===== config.mk =====
export PLATFORM = sky130hd
export DESIGN_NAME = ks_pipe_adder
export DESIGN_NICKNAME = d
export VERILOG_FILES = /design/src/rtl/ks_pipe_adder_pkg.sv /design/src/rtl/ks_pipe_adder_prefix_level.sv /design/src/rtl/ks_pipe_adder.sv
export SDC_FILE = /design/constraint.sdc
export NUM_CORES = 1
export LEC_CHECK = 0
export CAP_MARGIN = 10
export CORE_MARGIN = 2
export CORE_UTILIZATION = 50
export DETAILED_ROUTE_END_ITERATION = 16
export GPL_TIMING_DRIVEN = 1
export HOLD_SLACK_MARGIN = 0.1
export PLACE_DENSITY = 0.7
export SLEW_MARGIN = 20
export SYNTH_ARGS = -nofsm -noshare
export SYNTH_HDL_FRONTEND = slang
export SYNTH_SLANG_ARGS = --single-unit

===== constraint.sdc =====
create_clock -name clk -period 22.2 [get_ports clk]
set_clock_uncertainty 0.05 [all_clocks]
set_input_delay 4.44 -clock clk [delete_from_list [all_inputs] [get_ports clk]]
set_output_delay 4.44 -clock clk [all_outputs]
set_load 0.05 [all_outputs]

===== src/rtl/ks_pipe_adder_pkg.sv =====
// Sizing helpers shared by the pipelined Kogge-Stone adder and its prefix levels.
package ks_pkg;

    // Number of prefix levels: ceil(log2(width)).
    function automatic int unsigned ks_levels(input int unsigned width);
        int unsigned lv;
        lv = 0;
        for (int unsigned i = 0; i < 32; i++) begin
            if ((64'd1 << i) < 64'(width)) begin
                lv = i + 1;
            end
        end
        return lv;
    endfunction

    // Number of register-separated groups of prefix levels.
    function automatic int unsigned ks_ngrp(input int unsigned levels,
                                            input int unsigned per_stage);
        return (levels + per_stage - 1) / per_stage;
    endfunction

endpackage


===== src/rtl/ks_pipe_adder_prefix_level.sv =====
// One combinational Kogge-Stone prefix level combining each bit with the bit DIST below it.
module ks_prefix_level #(
    parameter int unsigned WIDTH = 32,
    parameter int unsigned DIST  = 1
) (
    input  logic [WIDTH-1:0] p,
    input  logic [WIDTH-1:0] g,
    output logic [WIDTH-1:0] p_lvl,
    output logic [WIDTH-1:0] g_lvl
);

    always_comb begin
        p_lvl = p;
        g_lvl = g;
        for (int unsigned i = DIST; i < WIDTH; i++) begin
            g_lvl[i] = g[i] | (p[i] & g[i - DIST]);
            p_lvl[i] = p[i] & p[i - DIST];
        end
    end

endmodule


===== src/rtl/ks_pipe_adder.sv =====
// Pipelined Kogge-Stone adder/subtractor with a global-stall valid/ready handshake.
// Define KS_PIPE_ADDER_OVF_EN to add the registered signed-overflow output ovf.
module ks_pipe_adder
    import ks_pkg::*;
#(
    parameter int unsigned WIDTH        = 32,
    parameter int unsigned STAGE_LEVELS = 2
) (
    input  logic             clk,
    input  logic             rst,
    input  logic             in_valid,
    output logic             in_ready,
    input  logic [WIDTH-1:0] a,
    input  logic [WIDTH-1:0] b,
    input  logic             cin,
    input  logic             sub,
    output logic             out_valid,
    input  logic             out_ready,
    output logic [WIDTH-1:0] sum,
    output logic             cout
`ifdef KS_PIPE_ADDER_OVF_EN
    ,
    output logic             ovf
`endif
);

    localparam int unsigned LEVELS = ks_levels(WIDTH);
    localparam int unsigned NGRP   = ks_ngrp(LEVELS, STAGE_LEVELS);

    typedef struct packed {
        logic [WIDTH-1:0] p;
        logic [WIDTH-1:0] g;
    } pg_t;

    typedef struct packed {
        logic             valid;
        logic             c0;
        logic [WIDTH-1:0] praw;
        pg_t              pg;
    } stage_t;

    stage_t           stage_p;
    stage_t           grp_d [1:NGRP];
    stage_t           grp_q [NGRP+1];
    logic [WIDTH-1:0] lvl_p [LEVELS];
    logic [WIDTH-1:0] lvl_g [LEVELS];
    logic [WIDTH-1:0] nxt_p [LEVELS];
    logic [WIDTH-1:0] nxt_g [LEVELS];
    logic [WIDTH-1:0] b_eff;
    logic             c0;
    logic             adv;

    assign adv      = !out_valid || out_ready;
    assign in_ready = adv;

    // Carry-in is folded into bit 0 generate so the prefix network needs no extra column.
    always_comb begin
        b_eff           = sub ? ~b : b;
        c0              = sub | cin;
        stage_p         = '0;
        stage_p.valid   = in_valid;
        stage_p.c0      = c0;
        stage_p.praw    = a ^ b_eff;
        stage_p.pg.p    = a ^ b_eff;
        stage_p.pg.g    = a & b_eff;
        stage_p.pg.g[0] = (a[0] & b_eff[0]) | ((a[0] ^ b_eff[0]) & c0);
    end

    for (genvar k = 0; k < LEVELS; k++) begin : g_level
        if (k % STAGE_LEVELS == 0) begin : g_reg_src
            assign lvl_p[k] = grp_q[k / STAGE_LEVELS].pg.p;
            assign lvl_g[k] = grp_q[k / STAGE_LEVELS].pg.g;
        end else begin : g_comb_src
            assign lvl_p[k] = nxt_p[k-1];
            assign lvl_g[k] = nxt_g[k-1];
        end

        ks_prefix_level #(
            .WIDTH (WIDTH),
            .DIST  (1 << k)
        ) u_level (
            .p     (lvl_p[k]),
            .g     (lvl_g[k]),
            .p_lvl (nxt_p[k]),
            .g_lvl (nxt_g[k])
        );
    end

    // The last group may hold fewer than STAGE_LEVELS levels.
    for (genvar gi = 1; gi <= NGRP; gi++) begin : g_group
        localparam int unsigned LAST = (gi * STAGE_LEVELS < LEVELS) ?
                                       gi * STAGE_LEVELS - 1 : LEVELS - 1;
        assign grp_d[gi] = {grp_q[gi-1].valid, grp_q[gi-1].c0, grp_q[gi-1].praw,
                            nxt_p[LAST], nxt_g[LAST]};
    end

    always_ff @(posedge clk or posedge rst) begin
        if (rst) begin
            for (int unsigned i = 0; i <= NGRP; i++) begin
                grp_q[i] <= '0;
            end
            out_valid <= 1'b0;
            sum       <= '0;
            cout      <= 1'b0;
`ifdef KS_PIPE_ADDER_OVF_EN
            ovf       <= 1'b0;
`endif
        end else if (adv) begin
            grp_q[0] <= stage_p;
            for (int unsigned i = 1; i <= NGRP; i++) begin
                grp_q[i] <= grp_d[i];
            end
            out_valid <= grp_q[NGRP].valid;
            sum       <= grp_q[NGRP].praw ^ {grp_q[NGRP].pg.g[WIDTH-2:0], grp_q[NGRP].c0};
            cout      <= grp_q[NGRP].pg.g[WIDTH-1];
`ifdef KS_PIPE_ADDER_OVF_EN
            ovf       <= grp_q[NGRP].pg.g[WIDTH-1] ^ grp_q[NGRP].pg.g[WIDTH-2];
`endif
        end
    end

endmodule


==> impl_metrics.py <==
metrics = {
    "sta": {
        "finalHoldViolCount": 0,
        "tightest_slew_ns": 1.004,
        "setup_slack_ns": 11.26,
        "max-slew-margin-rel_pct": 33.09,
        "setup_viol_count_final": 0,
        "timing.fmax_mhz": 91.44,
        "setup_tns_ns": 0,
        "rsz0062_at_grt": "no",
        "fin_crit_sh_pct": 49.26,
        "final_max_slew_viol_count": 0,
        "min_period_ns": 10.94,
    },
    "die": {
        "rows": 62,
        "start_util_pct": 50.96,
        "die_h_um": 175.3,
        "die_w_um": 175.3,
        "die_area_um2": 30720,
        "coreArea_um2": 28780,
        "io_pins": 105,
    },
    "worst_setup_path": {
        "crit_end": "in_ready",
        "startpoint": "out_ready",
        "cp.arrival_ns": 6.45,
        "max_stage_delay_ns": 0.93,
        "crit_type": "in2out",
        "r2r_end": "grp_q[221]",
        "crit_fanout": 134,
        "worstSetupEndpointType": "primary output",
        "critPathLaunchType": "primary input",
        "timing.critical_path.mode_cell": "clkdlybuf4s50_1",
        "reg2reg_from": "out_valid",
        "r2r_slack_ns": 18.93,
        "crit_required_ns": 17.71,
        "slowest_stage": "clkdlybuf4s50_1",
        "reg2reg_depth": 6,
        "crit_chain": "clkdlybuf4s50_1 > nor2b_4 > inv_8 > clkdlybuf4s50_1",
    },
    "global_route": {
        "grt_pass1_vias": 10120,
        "grt_pass1_wl_mm": 52.65,
        "grt_start_max_net_pins": 207,
        "overflow": 0,
        "track_usage_pct": 21.05,
        "antenna_found_initial": 0,
    },
    "route": {
        "detail_route.wl_per_cell_um": 15.44,
        "drc_errors": 0,
        "firstDrtPassIters": 5,
        "via_count": 10500,
        "drt-initial-drc-count": 984,
        "viasPerCell": 5.200,
        "antenna_left": 0,
        "routed_wirelength_mm": 31.17,
    },
    "layout": {
        "nNetsFinal": 1714,
        "multiInputGateArea_um2": 5570,
        "final_cell_mix": "nand2_1, dfrtp_1, clkdlybuf4s50_1",
        "layout_commonest_cell": "nand2_1",
        "fillers": 2511,
        "diodes": 0,
        "seq_area_um2": 8558,
        "syn_to_final_growth_pct": 15.16,
        "fin_cells": 2019,
        "utilization_pct": 58.68,
        "drive_gt1_share_pct": 4.648,
    },
    "synthesis": {
        "synth_simple_gate_area_share_pct": 19.98,
        "yosysWarnings": 0,
        "synthAdderAreaFrac_pct": 2.730,
        "async_flop_share_pct": 100.0,
        "synth_compound_area_share_pct": 11.18,
        "synth-edff-count": 0,
        "synthCells": 1544,
        "synth_seq_area_share_pct": 58.36,
        "synth-xor-area-share_pct": 3.822,
        "syn-num-nets": 1646,
        "synth_top_area_share_pct": 58.36,
        "synth.area.top_cells": "dfrtp_1, nand2_1, ha_1",
        "yosysTopAreaCell": "dfrtp_1",
        "netlist_area_um2": 14670,
        "synth_top_family_by_area": "simple AND/OR/NAND/NOR gates",
        "synth-main-ff-cell": "dfrtp_1",
        "yosysUniqueCellTypes": 29,
        "synth.avg_cell_area_um2": 9.498,
        "synthMuxAreaShare_pct": 0.2730,
        "ys_ff_latch": 342,
    },
    "placement": {
        "port-buffer-count": 104,
        "dp_hpwl_mm": 20.56,
        "preCtsSetupSlack_ns": 11.24,
        "post-place-cells": 1959,
        "place.gp.congestion": 0.8560,
    },
    "clock_tree": {
        "holdBufCountCts": 0,
        "clock_tree.buffer_depth": 3,
        "path_clk_slew_ns": 0.06,
        "cts_tree": "built",
        "cts_made_buffers": 35,
        "cts_root_buffer": "clkbuf_16",
        "cts_sinks": 342,
        "cts_resized": 0,
        "post_cts_buffers": 0,
        "clkLatencyLatePin_ns": 0.51,
        "h-tree-depth": 2,
    },
    "power_and_ir_drop": {
        "total_power_mw": 2.423,
        "power_density_nw_per_um2": 143.5,
        "peakVddDrop_mv": 0.06799,
        "leakagePower_nw": 8.013,
    },
    "worst_hold_path": {
        "hp-class": "reg2reg",
    },
    "status": {
        "status": "finished clean",
    },
    "run": {
        "drv_cap": 0,
    },
}
==> power breakdown <==
part / leakage, nW / internal [mW] / total, mW / switching [mW]
logic: 3.20 / 0.281 / 0.743 / 0.462
registers: 4.23 / 0.880 / 1.11 / 0.226
clock network: 0.573 / 0.341 / 0.574 / 0.233
==> cell families (layout without fill, tap and decap cells) <==
group                    Yosys count  count (layout)
multiplexers                       4               4
adder cells (fa/ha/maj)           32              32
flip-flops                       342             342
AND/OR/NAND/NOR                  760             760
AO/OA/AOI/OAI                    259             259
XOR/XNOR                          64              64
buffers and inverters             83             174
==> Yosys cell counts (all sizes together), types with 2 or more instances <==
cell,number
buf,75
ha,32
a31oi,11
o21a,30
clkbuf,5
o2bb2ai,2
xor2,32
o21ai,70
dfrtp,342
nor2,28
o31a,3
nand2b,4
o31ai,25
nor3,15
a21oi,70
nand3,12
mux2i,4
o211ai,30
nand4,8
a21o,11
xnor2,32
nand2,691
a2111oi,7
inv,3
==> final cells by class <==
cell class	count	area share, %
Inverter	3	0.1556
Tap cell	384	2.845
Sequential cell	342	50.67
Multi-Input combinational cell	1119	32.98
Clock buffer	47	6.179
Timing Repair Buffer	111	6.594
Clock inverter	13	0.5705
==> per-stage QoR <==
step                      area (um^2)  hold slack [ns]
after global routing            16890           0.4359
after floorplan                 14670           0.3795
after global placement          15750           0.3955
final                           16890           0.4079
after detailed placement        15750           0.3983
after CTS                       16890           0.4124
==> critical path: cells and delay by family <==
kind / cells / cell delay, ns
buffers and inverters: 3 / 1.92
AND/OR/NAND/NOR: 1 / 0.07
==> per-layer routing <==
| metal | wire length (um) | vias to the layer above | track usage (%) |
|---|---|---|---|
| li1 | - | 5202 | - |
| met1 | 15240 | 5026 | 32.10 |
| met2 | 14070 | 232 | 32.23 |
| met3 | 1412 | 39 | 3.052 |
| met4 | 446 | 0 | 4.583 |
| met5 | 0 | - | 0 |
==> sequential cells by signal, indices dropped and copies added (netlist names) <==
signal / count
cout: 1
grp_q: 238
grp_d: 70
out_valid: 1
sum: 32
==> worst min-delay path by stage <==
| stage | start | to | cells after the start |
|---|---|---|---|
| after floorplan | grp_q[97] | grp_q[97] | 2 |
| after global placement | grp_q[97] | grp_q[97] | 2 |
| after detailed placement | grp_q[97] | grp_q[97] | 2 |
| after CTS | grp_q[97] | grp_q[97] | 2 |
| after global routing | grp_d[95] | grp_d[95] | 2 |
| final | grp_q[97] | grp_q[97] | 2 |
(Power assumes the default switching activity.)
